==> config.mk <==
export PLATFORM = sky130hd
export DESIGN_NAME = caravel_wb_bridge
export DESIGN_NICKNAME = d
export VERILOG_FILES = /design/src/rtl/soc_bus_pkg.sv /design/src/rtl/caravel_wb_bridge.sv
export SDC_FILE = /design/constraint.sdc
export NUM_CORES = 1
export LEC_CHECK = 0
export BUFFER_PORTS_ARGS = -buffer_cell sky130_fd_sc_hd__buf_2
export CELL_PAD_IN_SITES_DETAIL_PLACEMENT = 0
export CELL_PAD_IN_SITES_GLOBAL_PLACEMENT = 1
export CORE_ASPECT_RATIO = 1.25
export CORE_MARGIN = 2
export CORE_UTILIZATION = 36
export DETAILED_ROUTE_END_ITERATION = 8
export HOLD_SLACK_MARGIN = 0.06
export PLACE_DENSITY = 0.87
export REMOVE_ABC_BUFFERS = 1
export SYNTH_ARGS = -nofsm -noshare
export SYNTH_HDL_FRONTEND = slang
export SYNTH_SLANG_ARGS = --single-unit
==> constraint.sdc <==
create_clock -name clk_i -period 2.7 [get_ports clk_i]
set_input_delay 0.27 -clock clk_i [delete_from_list [all_inputs] [get_ports clk_i]]
set_output_delay 0.27 -clock clk_i [all_outputs]
set_load 0.01 [all_outputs]
==> src/rtl/soc_bus_pkg.sv <==
// soc_bus_pkg: shared types for the SoC register bus.
// FSM encoding, error read-data codes, request/response bundles.
package soc_bus_pkg;

  typedef enum logic [2:0] {
    ST_IDLE  = 3'd0,
    ST_REQ   = 3'd1,
    ST_RSP   = 3'd2,
    ST_ACK   = 3'd3,
    ST_DRAIN = 3'd4
  } bus_state_e;

  localparam logic [31:0] BAD0_ADD0 = 32'hBAD0_ADD0;
  localparam logic [31:0] BAD0_0E55 = 32'hBAD0_0E55;
  localparam logic [31:0] DEAD_DEAD = 32'hDEAD_DEAD;

  localparam int unsigned CNT_W = 8;

  typedef struct packed {
    logic        we;
    logic [31:0] addr;
    logic [31:0] wdata;
    logic [3:0]  strb;
  } soc_req_t;

  typedef struct packed {
    logic [31:0] rdata;
    logic        err;
  } soc_rsp_t;

endpackage

==> src/rtl/caravel_wb_bridge.sv <==
// caravel_wb_bridge: Wishbone classic slave -> valid/ready register bus.
// Ports: caravel_wbs_* (WB slave), req_*/rsp_* (SoC bus), err_irq_o/err_count_o.
module caravel_wb_bridge
  import soc_bus_pkg::*;
#(
  parameter logic [31:0] BASE_ADDR      = 32'h3000_0000,
  parameter logic [31:0] ADDR_MASK      = 32'hFFF0_0000,
  parameter int unsigned OFFS_W         = 20,
  parameter int unsigned TIMEOUT_CYCLES = 255
) (
  input  logic              clk_i,
  input  logic              rst_ni,
  input  logic              caravel_wbs_stb_i,
  input  logic              caravel_wbs_cyc_i,
  input  logic              caravel_wbs_we_i,
  input  logic [3:0]        caravel_wbs_sel_i,
  input  logic [31:0]       caravel_wbs_dat_i,
  input  logic [31:0]       caravel_wbs_adr_i,
  output logic              caravel_wbs_ack_o,
  output logic [31:0]       caravel_wbs_dat_o,
  output logic              req_valid_o,
  input  logic              req_ready_i,
  output logic              req_we_o,
  output logic [OFFS_W-1:0] req_addr_o,
  output logic [31:0]       req_wdata_o,
  output logic [3:0]        req_strb_o,
  input  logic              rsp_valid_i,
  input  logic [31:0]       rsp_rdata_i,
  input  logic              rsp_err_i,
  output logic              err_irq_o,
  output logic [7:0]        err_count_o
);

  localparam logic [CNT_W-1:0] TMO_LAST =
    CNT_W'(TIMEOUT_CYCLES - 1);

  bus_state_e        state_q;
  logic [CNT_W-1:0]  tmo_cnt_q;
  logic [7:0]        err_cnt_q;
  logic              ack_q;
  logic              irq_q;
  logic              valid_q;
  logic              we_q;
  logic [31:0]       dat_q;
  logic [31:0]       wdata_q;
  logic [OFFS_W-1:0] addr_q;
  logic [3:0]        strb_q;

  logic              wb_go;
  logic              hit;
  logic              tmo;
  logic              cyc;
  soc_rsp_t          rsp;

  logic              fin_d;
  logic              ferr_d;
  logic [31:0]       fdat_d;

  assign cyc   = caravel_wbs_cyc_i;
  assign wb_go = caravel_wbs_stb_i & cyc;
  assign hit   = (caravel_wbs_adr_i & ADDR_MASK)
              == (BASE_ADDR & ADDR_MASK);
  assign tmo   = tmo_cnt_q == TMO_LAST;
  assign rsp   = '{rdata: rsp_rdata_i,
                   err:   rsp_err_i};

  // Which transitions end in an ack, and with what data.
  // A response in the last budget cycle beats the timeout.
  always_comb begin
    fin_d  = 1'b0;
    ferr_d = 1'b0;
    fdat_d = '0;
    unique case (state_q)
      ST_IDLE: begin
        if (wb_go && !hit) begin
          fin_d  = 1'b1;
          ferr_d = 1'b1;
          fdat_d = BAD0_ADD0;
        end
      end
      ST_REQ: begin
        if (cyc && tmo) begin
          fin_d  = 1'b1;
          ferr_d = 1'b1;
          fdat_d = DEAD_DEAD;
        end
      end
      ST_RSP: begin
        if (cyc && rsp_valid_i) begin
          fin_d  = 1'b1;
          ferr_d = rsp.err;
          if (rsp.err) begin
            fdat_d = BAD0_0E55;
          end else if (!we_q) begin
            fdat_d = rsp.rdata;
          end
        end else if (cyc && tmo) begin
          fin_d  = 1'b1;
          ferr_d = 1'b1;
          fdat_d = DEAD_DEAD;
        end
      end
      default: ;
    endcase
  end

  always_ff @(posedge clk_i or negedge rst_ni) begin
    if (!rst_ni) begin
      state_q   <= ST_IDLE;
      tmo_cnt_q <= '0;
      err_cnt_q <= '0;
      ack_q     <= 1'b0;
      irq_q     <= 1'b0;
      valid_q   <= 1'b0;
      we_q      <= 1'b0;
      dat_q     <= '0;
      wdata_q   <= '0;
      addr_q    <= '0;
      strb_q    <= '0;
    end else begin
      ack_q <= 1'b0;
      irq_q <= 1'b0;

      if (state_q == ST_IDLE && wb_go) begin
        we_q    <= caravel_wbs_we_i;
        strb_q  <= caravel_wbs_sel_i;
        wdata_q <= caravel_wbs_dat_i;
        addr_q  <= caravel_wbs_adr_i[OFFS_W-1:0];
      end

      if (fin_d) begin
        state_q <= ST_ACK;
        ack_q   <= 1'b1;
        dat_q   <= fdat_d;
        valid_q <= 1'b0;
        irq_q   <= ferr_d;
        if (ferr_d && err_cnt_q != 8'hFF) begin
          err_cnt_q <= err_cnt_q + 8'd1;
        end
      end else begin
        unique case (state_q)
          ST_IDLE: begin
            tmo_cnt_q <= '0;
            dat_q     <= '0;
            if (wb_go) begin
              state_q <= ST_REQ;
              valid_q <= 1'b1;
            end
          end
          ST_REQ: begin
            tmo_cnt_q <= tmo_cnt_q + 1'b1;
            if (!cyc) begin
              if (tmo) begin
                state_q <= ST_IDLE;
                valid_q <= 1'b0;
              end else begin
                // An unaccepted request stays up in DRAIN.
                state_q <= ST_DRAIN;
                if (req_ready_i) begin
                  valid_q <= 1'b0;
                end
              end
            end else if (req_ready_i) begin
              state_q <= ST_RSP;
              valid_q <= 1'b0;
            end
          end
          ST_RSP: begin
            tmo_cnt_q <= tmo_cnt_q + 1'b1;
            if (!cyc) begin
              state_q <= (rsp_valid_i || tmo)
                       ? ST_IDLE : ST_DRAIN;
            end
          end
          ST_ACK: begin
            state_q <= ST_IDLE;
            dat_q   <= '0;
          end
          ST_DRAIN: begin
            tmo_cnt_q <= tmo_cnt_q + 1'b1;
            if (tmo) begin
              state_q <= ST_IDLE;
              valid_q <= 1'b0;
            end else if (valid_q) begin
              if (req_ready_i) begin
                valid_q <= 1'b0;
              end
            end else if (rsp_valid_i) begin
              state_q <= ST_IDLE;
            end
          end
          default: begin
            state_q <= ST_IDLE;
            valid_q <= 1'b0;
          end
        endcase
      end
    end
  end

  assign caravel_wbs_ack_o = ack_q;
  assign caravel_wbs_dat_o = dat_q;
  assign req_valid_o       = valid_q;
  assign req_we_o          = we_q;
  assign req_addr_o        = addr_q;
  assign req_wdata_o       = wdata_q;
  assign req_strb_o        = strb_q;
  assign err_irq_o         = irq_q;
  assign err_count_o       = err_cnt_q;

endmodule

==> results by group, run 1 <==
Setup path
  • Setup crit start kind: register
  • Critical Path Start: tmo_cnt_q[0]
  • WP data arrival: 2.58 ns
  • Required time of the worst setup path: ~2.9 ns
  • CP Class: reg -> reg
  • Crit Path Max Fanout: 8
  • CP Capture Type: register
  • Worst r2r src: tmo_cnt_q[0]

Timing
  • Setup TNS: 0 ns
  • # setup viols final: 0
  • Clock Skew: 0.00539 ns
  • Period minus WS final: ~2.3 ns
  • Final Hold Viols: 0
  • Final period util: 0.870
  • Max-Slew Margin vs Limit: 0.484
  • Slew Limit Fails: 0
  • Max Fclk: 426 MHz
  • RSZ-0062 raised after global routing: no
  • Slew at the pin closest to its max-slew limit: 0.775 ns

Die
  • Die width: 107 um
  • Die H: 133 um
  • Io pins: 208
  • Initial Util: 0.365
  • Core area: 13200 um^2
  • Placement row count: 47
  • Die ar.: 14300 um^2

Synthesis
  • Post-synthesis register bit count: 111
  • Post-synth top cells: 111 x dfrtp_1, 58 x mux2_2, 29 x a21oi_1, 19 x nor2_1, 14 x clkbuf_1
  • Cell area after synthesis: roughly 4800 um^2
  • Top-count cell post-synth: dfrtp_1
  • Main flop type after synthesis: dfrtp_1
  • Synth Area per Inst: 12.5 um^2
  • Synth warnings: 0
  • FFs w/ async S/R, synth: 1.00
  • Number of synthesized flops with an enable pin: 0
  • Area fraction of the dominant cell type after synthesis: 0.577
  • Post-Syn Instances: 384
  • Sequential element share of the synthesized area: 0.577
  • Top cells by area, synth: dfrtp_1 58%, mux2_2 14%, a21oi_1 3.0%
  • Unique masters post-synth: 50
  • Yosys top cell by area: dfrtp_1

Power and ir drop
  • Total power: between 0.006 and 0.007 W
  • Lkg Pwr: about 3.3 nW
  • Switching Power: 0.00256 W
  • Max IR drop VDD: 0.634 mV
  • Comb pwr share: 0.397
  • Power per cell area: 1090 nW/um^2
  • Internal power: 0.00444 W
  • Sequential share of power: 0.399
  • Clock power share: 0.204
  • Sw Share: 0.366

Drt
  • First-pass DRT Iterations: 4
  • Via Count: ~4000
  • 1st-iter DRT viols: 199
  • DR vias/cell: 5.22
  • DRT Wirelength: 13000 um
  • Routed Antenna Nets: 0
  • Routed len/inst: around 17 um
  • Drc violations: 0

Hold path
  • Worst Min Path Start: rsp_rdata_i[24]
  • HP Class: in -> reg

Global routing
  • GR Util All Layers: 0.185
  • Vias in the first global route: 4212
  • Largest net degree at the start of global routing: a little over 70
  • First-pass GRT wire length: 21000 um
  • Global route overflow: 0
  • Antenna violations before repair: 1

Clocking
  • Clk Latency, worst-skew pair: ~0.35 ns
  • Inserted Clock Buffers: 9
  • Root buf cell: clkbuf_16
  • CTS tree: built
  • Max Root-Sink Buffers: 2
  • Htree depth: 3
  • Clk slew on worst S/H paths: 0.08 ns
  • Clock sinks: 111

Run status
  • Status: finished, final reports clean

Final layout
  • Layout cells sized above 1: 0.508
  • Final nets: about 700
  • P&R area growth vs syn: 32.9%

Flow run
  • Max Cap Violations: 0

Place
  • DP Wirelength: 9650 um
  • # port buffers: 207
  • RD Place Congestion: 0.838
-- power by group through the flow --
stage / clock network, W / registers [W] / logic (W)
after floorplan: 0 / 0.00308 / 0.00129
after global placement: 0 / 0.00278 / 0.00270
after detailed placement: 0 / 0.00281 / 0.00280
after CTS: 0.00147 / 0.00279 / 0.00280
after global routing: 0.00154 / 0.00289 / 0.00303
final: 0.00143 / 0.00279 / 0.00278
-- final timing paths --
check,endpoint,slack [ns],cells after the start
worst min-delay path,caravel_wbs_dat_o[24],0.13,2
min in group asynchronous,caravel_wbs_dat_o[30],0.43,2
worst max-delay path,caravel_wbs_dat_o[11],0.35,7
max in group asynchronous,req_wdata_o[15],1.51,3
worst min register to register,caravel_wbs_dat_o[21],0.49,1
worst max register to register,caravel_wbs_dat_o[11],0.35,7
-- per-layer routing --
layer	global-route usage	part of all wire	wire, um
met1	0.219	0.39	5050
met4	0.0634	0.024	306
met2	0.322	0.51	6580
met3	0.0484	0.081	1050
met5	0	0.0010	13
-- flip-flops by register name, summed over array words and instances (netlist names) --
signal and count:
req_we_o 1, err_count_o 8, req_strb_o 4, tmo_cnt_q 8
state_q 3, err_irq_o 1, req_valid_o 1, req_addr_o 20
caravel_wbs_ack_o 1, req_wdata_o 32, caravel_wbs_dat_o 32
-- cells by family after synthesis --
| group | count (synthesis) | synth area share |
|---|---|---|
| buf+inv | 31 | 0.0278 |
| fa+ha+maj | 5 | 0.0120 |
| simple gates | 65 | 0.0725 |
| compound gates | 107 | 0.162 |
| mux | 58 | 0.136 |
| xor+xnor | 7 | 0.0127 |
| flops | 111 | 0.577 |
-- through the flow --
step | instance area [um^2] | hold WS [ns] | utilization | std cells | setup slack, ns
4_1_cts | 6390 | 0.122 | 0.485 | 767 | 0.167
5_1_grt | 6390 | 0.134 | 0.485 | 767 | 0.0672
2_1_floorplan | 4710 | -0.0256 | - | 361 | -0.982
3_3_place_gp | 6060 | 0.273 | 0.460 | 750 | 0.222
3_5_place_dp | 6060 | 0.281 | 0.460 | 750 | 0.121
6_report | 6390 | 0.130 | 0.485 | 768 | 0.352
-- layout make-up --
cell class                 instances  area [um^2]
antenna                            1         2.50
clock inverter                     7         97.6
multi-input combinational        242         1900
clock buffer                       9          225
tap                              171          214
fill                            1227         6780
timing repair buffer             219         1140
sequential                       111         2780
inverter                           8         30.0
-- placed cells by master (no fill, tap or decap), drive strengths merged, types with 6 or more instances in the layout --
| cell | instances |
|---|---|
| buf | 218 |
| dfrtp | 111 |
| mux2 | 58 |
| a21oi | 30 |
| nor2 | 19 |
| nand2 | 13 |
| inv | 13 |
| a221o | 12 |
| a211o | 10 |
| a21o | 10 |
| o21ai | 10 |
| clkbuf | 9 |
| nand3 | 8 |
| xor2 | 7 |
| a41oi | 6 |
-- timing repair --
action,in CTS,in global routing
hold buffers,1,0
resized for setup,0,1
hold endpoints to repair,40,0
buffers inserted,0,0
endpoints found under the setup margin,0,21
-- worst max-delay path: stages (launching register included) --
cell,delay (ns)
dfrtp_1,0.42
inv_1,0.07
ha_1,0.19
nand3_1,0.18
nor2_1,0.11
o211ai_1,0.60
nand2_1,0.31
a221o_1,0.34
Note: power is estimated with default switching activity, not from simulation.
==> run 2: changes to the inputs <==
--- a/config.mk
+++ b/config.mk
@@ -13,7 +13,7 @@
 export CORE_UTILIZATION = 36
 export DETAILED_ROUTE_END_ITERATION = 8
 export HOLD_SLACK_MARGIN = 0.06
-export PLACE_DENSITY = 0.87
+export PLACE_DENSITY = 0.86
 export REMOVE_ABC_BUFFERS = 1
 export SYNTH_ARGS = -nofsm -noshare
 export SYNTH_HDL_FRONTEND = slang
==> run 2 against run 1 <==
Against the previous run: register-to-register slack better by 0.13 ns; final cell count down 0.13%; via count down 2.8%; hold slack better by 0.017 ns; highest routed layer is now met4; non-clock buffer count unchanged; largest power group unchanged; critical path depth up 1; combinational power about the same; largest cell class unchanged; total power down 0.80%.
==> results by group, run 2 (same netlist as run 1, synthesis figures left out) <==
Power and ir drop
  • Total power: 0.00694 W
  • Lkg Pwr: 3.33 nW
  • Power per cell area: between 1000 and 1500 nW/um^2
  • Max IR drop VDD: 0.543 mV

Timing
  • Final Hold Viols: 0
  • Max-Slew Margin vs Limit: 0.470
  • # setup viols final: 0
  • Max Fclk: 452 MHz
  • Hold Slack: 0.147 ns
  • Slew at the pin closest to its max-slew limit: 0.787 ns
  • Slew Limit Fails: 0
  • Clock Skew: 0.00726 ns
  • Period minus WS final: 2.21 ns
  • RSZ-0062 raised after global routing: no
  • Final period util: 0.820

Die
  • Core area: 13200 um^2
  • Io pins: 208
  • Die width: 107 um
  • Placement row count: 47
  • Initial Util: 0.365
  • Die ar.: 14300 um^2
  • Die H: 133 um

Global routing
  • Layer with the highest usage: met2
  • GR Util All Layers: 0.168
  • First-pass GRT wire length: 19200 um
  • Met2 usage: 0.294
  • Global route overflow: 0
  • Largest net degree at the start of global routing: 71
  • Vias in the first global route: 3901
  • Met1 usage: 0.203
  • Antenna violations before repair: 0
  • Met3 Track Usage GR: 0.0416

Clocking
  • Clock sinks: 111
  • Clk slew on worst S/H paths: 0.07 ns
  • Root buf cell: clkbuf_16
  • CTS resizes: 0
  • Max Root-Sink Buffers: 2
  • # hold bufs at CTS: 1
  • Htree depth: 3
  • Clk Latency, worst-skew pair: 0.35 ns
  • Inserted Clock Buffers: 9
  • CTS tree: built
  • Post-CTS Setup Inserts: 0

Final layout
  • Commonest non-fill, non-tap cells in the layout: 206 x buf_2, 111 x dfrtp_1, 58 x mux2_2
  • Diode count: 0
  • Finished Cell Area: 6400 um^2
  • Commonest non-fill, non-tap cell in the layout: buf_2
  • Filler Cells Inserted: 1235
  • P&R area growth vs syn: 32.9%
  • Layout cells sized above 1: 0.507
  • Final nets: between 700 and 800

Setup path
  • Required time of the worst setup path: 2.93 ns
  • R2R Setup Slk: 0.49 ns
  • CP Capture Type: register
  • Crit Path Max Fanout: 34
  • WP data arrival: 2.44 ns
  • Setup crit start kind: register
  • CP Class: reg -> reg

Place
  • DP Area: between 6000 and 7000 um^2
  • # port buffers: 207
  • RD Place Congestion: 0.813
  • DP Wirelength: a little under 9000 um

Drt
  • DR vias/cell: just over 5
  • Routed Antenna Nets: 0
  • Via Count: between 3000 and 4000
  • Drc violations: 0
  • 1st-iter DRT viols: around 130
  • First-pass DRT Iterations: 4
  • DRT Wirelength: 12000 um
  • Routed len/inst: between 15 and 20 um

Flow run
  • Max Cap Violations: 0

Run status
  • Status: finished, final reports clean

Hold path
  • HP Class: in -> reg
-- run 2: changes by cell type in the layout (fill, tap and decap cells not counted), sizes merged --
cell	delta
clkinv	+1
clkinvlp	+1
inv	-2
diode	-1
-- run 2: critical path: stages (launching register included) --
cell and delay (ns):
dfrtp_1 0.42, inv_1 0.07, ha_1 0.14, nand3_1 0.17, nor2_1 0.27, o21ai_1 0.23
and3_1 0.24, buf_12 0.18, a221o_1 0.37
-- run 2: cell type report --
| class | instances | area, um^2 | share of cell area |
|---|---|---|---|
| multi-input cells | 242 | 1900 | 0.297 |
| inverters | 8 | 30.0 | 0.00469 |
| clock inverters | 7 | 80.1 | 0.0125 |
| well taps | 171 | 214 | 0.0334 |
| repair buffers | 219 | 1170 | 0.183 |
| clock buffers | 9 | 225 | 0.0352 |
| flip-flops and latches | 111 | 2780 | 0.434 |
-- run 2: report_power, final --
group	leakage (nW)	switching (W)	internal [W]	total, W
clock	0.148	0.000629	0.000734	0.00136
combinational	1.79	0.00140	0.00137	0.00277
sequential	1.39	0.000465	0.00235	0.00281
-- run 2: per-stage QoR --
stage,utilization,instances,setup TNS (ns),worst slack [ns]
floorplan,-,361,-37.87,-0.982
global placement,0.462,750,0,0.608
detailed placement,0.462,750,0,0.478
CTS,0.486,767,0,0.480
global route,0.486,767,0,0.258
finish,0.486,767,0,0.486
-- run 2: metal layers --
layer / wire length (um) / part of all wire / vias to the layer above
li1: - / - / 1848
met3: 888 / 0.074 / 10
met4: 133 / 0.011 / 0
met1: 4940 / 0.41 / 1877
met2: 6070 / 0.50 / 160
met5: 0 / 0 / -
-- run 2: path summary, 6_finish.rpt --
check	startpoint	endpoint	cells after the start
min in group asynchronous	rst_ni	caravel_wbs_dat_o[12]	2
hold reg to reg	caravel_wbs_dat_o[20]	caravel_wbs_dat_o[20]	1
max in group asynchronous	rst_ni	req_addr_o[18]	3
hold / removal	rsp_rdata_i[24]	caravel_wbs_dat_o[24]	2
setup reg to reg	tmo_cnt_q[0]	caravel_wbs_dat_o[9]	8
setup / recovery	tmo_cnt_q[0]	caravel_wbs_dat_o[9]	8
==> run 3: changes to the inputs <==
==> constraint.sdc (replaced) <==
create_clock -name clk_i -period 2.26 [get_ports clk_i]
set_input_delay 0.226 -clock clk_i [delete_from_list [all_inputs] [get_ports clk_i]]
set_output_delay 0.226 -clock clk_i [all_outputs]
set_load 0.01 [all_outputs]
==> run 3 against run 2 <==
Against the previous run: core utilization increased by 0.11 points; register-to-register slack got worse by 0.31 ns; worst setup slack got worse by 0.31 ns; total power increased by 18%; hold slack got worse by 0.036 ns; cell area increased by 0.23%; sequential power increased by 19%; count of clock-buffer cells in the layout increased by 3; critical endpoint is now err_count_o[5]; largest cell class unchanged; largest power group is now combinational cells.
==> results by group, run 3 (same netlist as run 1, synthesis figures left out) <==
Power and ir drop
  • Lkg Pwr: ~3.3 nW
  • Total power: 0.00817 W
  • Switching Power: 0.00293 W
  • Comb pwr share: 0.410
  • Max IR drop VDD: 0.638 mV
  • Clock power share: 0.181
  • Sequential share of power: 0.409
  • Power per cell area: 1270 nW/um^2
  • Sw Share: 0.359
  • Internal power: 0.00524 W

Flow run
  • Max Cap Violations: 0

Die
  • Die ar.: 14300 um^2
  • Placement row count: 47
  • Io pins: 208
  • Die width: roughly 110 um
  • Core area: 13200 um^2
  • Die H: 133 um
  • Initial Util: 0.365

Run status
  • Status: finished, final reports clean

Timing
  • Final Hold Viols: 0
  • Slew at the pin closest to its max-slew limit: 0.767 ns
  • Clock Skew: 0.00744 ns
  • RSZ-0062 raised after global routing: no
  • Period minus WS final: 2.08 ns
  • # setup viols final: 0
  • Final period util: 0.922
  • Max Fclk: approximately 480 MHz
  • Max-Slew Margin vs Limit: 0.486
  • Hold Slack: 0.111 ns
  • Slew Limit Fails: 0

Drt
  • First-pass DRT Iterations: 4
  • Routed len/inst: 15.7 um
  • 1st-iter DRT viols: 88
  • DRT Wirelength: between 10000 and 15000 um
  • Via Count: 3978
  • Drc violations: 0
  • Routed Antenna Nets: 0
  • DR vias/cell: 5.15

Setup path
  • Required time of the worst setup path: around 2.5 ns
  • Cell Chain, Critical Path: inv_1 > ha_1 > nand3_1 > nor2_1 > o211ai_1 > a2111oi_0 > xor2_1
  • WP data arrival: 2.29 ns
  • Worst r2r src: tmo_cnt_q[0]
  • CP Class: reg -> reg
  • CP Capture Type: register
  • CP max stage cell: a2111oi_0
  • Peak per-stage delay on the critical path: 0.53 ns
  • Critical Path Start: tmo_cnt_q[0]
  • Setup crit start kind: register
  • Crit Path Max Fanout: 5

Clocking
  • Inserted Clock Buffers: 9
  • Htree depth: 3
  • CTS tree: built
  • Clk Latency, worst-skew pair: 0.34 ns
  • Clock sinks: 111
  • Max Root-Sink Buffers: 2
  • Root buf cell: clkbuf_16
  • Clk slew on worst S/H paths: 0.07 ns

Place
  • # port buffers: about 210
  • DP Wirelength: 9140 um
  • RD Place Congestion: 0.825

Hold path
  • Worst Min Path Start: caravel_wbs_dat_i[29]
  • HP Class: in -> reg

Global routing
  • Antenna violations before repair: 0
  • GR Util All Layers: 0.171
  • Largest net degree at the start of global routing: 59
  • Global route overflow: 0
  • First-pass GRT wire length: roughly 20000 um
  • Vias in the first global route: 4079

Final layout
  • Commonest non-fill, non-tap cells in the layout: 206 x buf_2, 111 x dfrtp_1, 58 x mux2_2
  • Filler Cells Inserted: ~1200
  • P&R area growth vs syn: 33.2%
  • Layout cells sized above 1: 0.509
  • Final nets: 707
  • Diode count: 0
  • Commonest non-fill, non-tap cell in the layout: buf_2
==> run 3: final cells by class <==
| cell class | instances | area, um^2 | area share |
|---|---|---|---|
| well taps | 171 | 214 | 0.0334 |
| inverters | 8 | 30.0 | 0.00468 |
| repair buffers | 224 | 1210 | 0.188 |
| clock buffers | 12 | 246 | 0.0384 |
| clock inverters | 4 | 31.3 | 0.00488 |
| multi-input cells | 242 | 1910 | 0.298 |
| flip-flops and latches | 111 | 2780 | 0.433 |
==> run 3: critical path: cells and delay by family, from the launching register on <==
| kind | cells | cell delay (ns) |
|---|---|---|
| flip-flops | 1 | 0.42 |
| AND/OR/NAND/NOR | 2 | 0.45 |
| buffers and inverters | 1 | 0.07 |
| AO/OA/AOI/OAI | 2 | 0.74 |
| XOR/XNOR | 1 | 0.12 |
| adder cells (fa/ha/maj) | 1 | 0.14 |
==> run 3: layer usage <==
layer,share of wire,global-route usage
met1,0.40,0.202
met2,0.50,0.300
met3,0.077,0.0475
met4,0.015,0.0570
met5,0,0
==> run 3: power by group through the flow <==
stage                     logic [W]  clock network, W  registers, W
after floorplan             0.00154                 0       0.00368
after global placement      0.00330                 0       0.00332
after detailed placement    0.00338                 0       0.00337
after CTS                   0.00339           0.00154       0.00335
after global routing        0.00365           0.00163       0.00346
final                       0.00335           0.00148       0.00334
==> run 3: metrics by stage <==
stage,setup slack (ns),instances,TNS [ns],instance area [um^2],utilization
after floorplan,-1.42,361,-83.64,4710,-
after global placement,0.253,755,0,6120,0.465
after detailed placement,0.191,755,0,6120,0.465
after CTS,0.180,772,0,6410,0.487
after global routing,0.00794,772,0,6410,0.487
final,0.176,772,0,6410,0.487
==> run 3: final timing paths <==
path	to	slack, ns	depth (start not counted)
setup / recovery	err_count_o[5]	0.18	7
hold / removal	req_wdata_o[29]	0.11	2
setup reg to reg	err_count_o[5]	0.18	7
hold reg to reg	caravel_wbs_dat_o[4]	0.48	1
max in group asynchronous	err_count_o[3]	1.10	3
min in group asynchronous	caravel_wbs_dat_o[15]	0.40	2
==> run 3: what timing repair did <==
item | 4_1_cts | 5_1_grt
hold buffers | 1 | 0
setup endpoints to repair | 0 | 3
setup buffers | 0 | 0
hold endpoints to repair | 36 | 0
resized for setup | 0 | 2
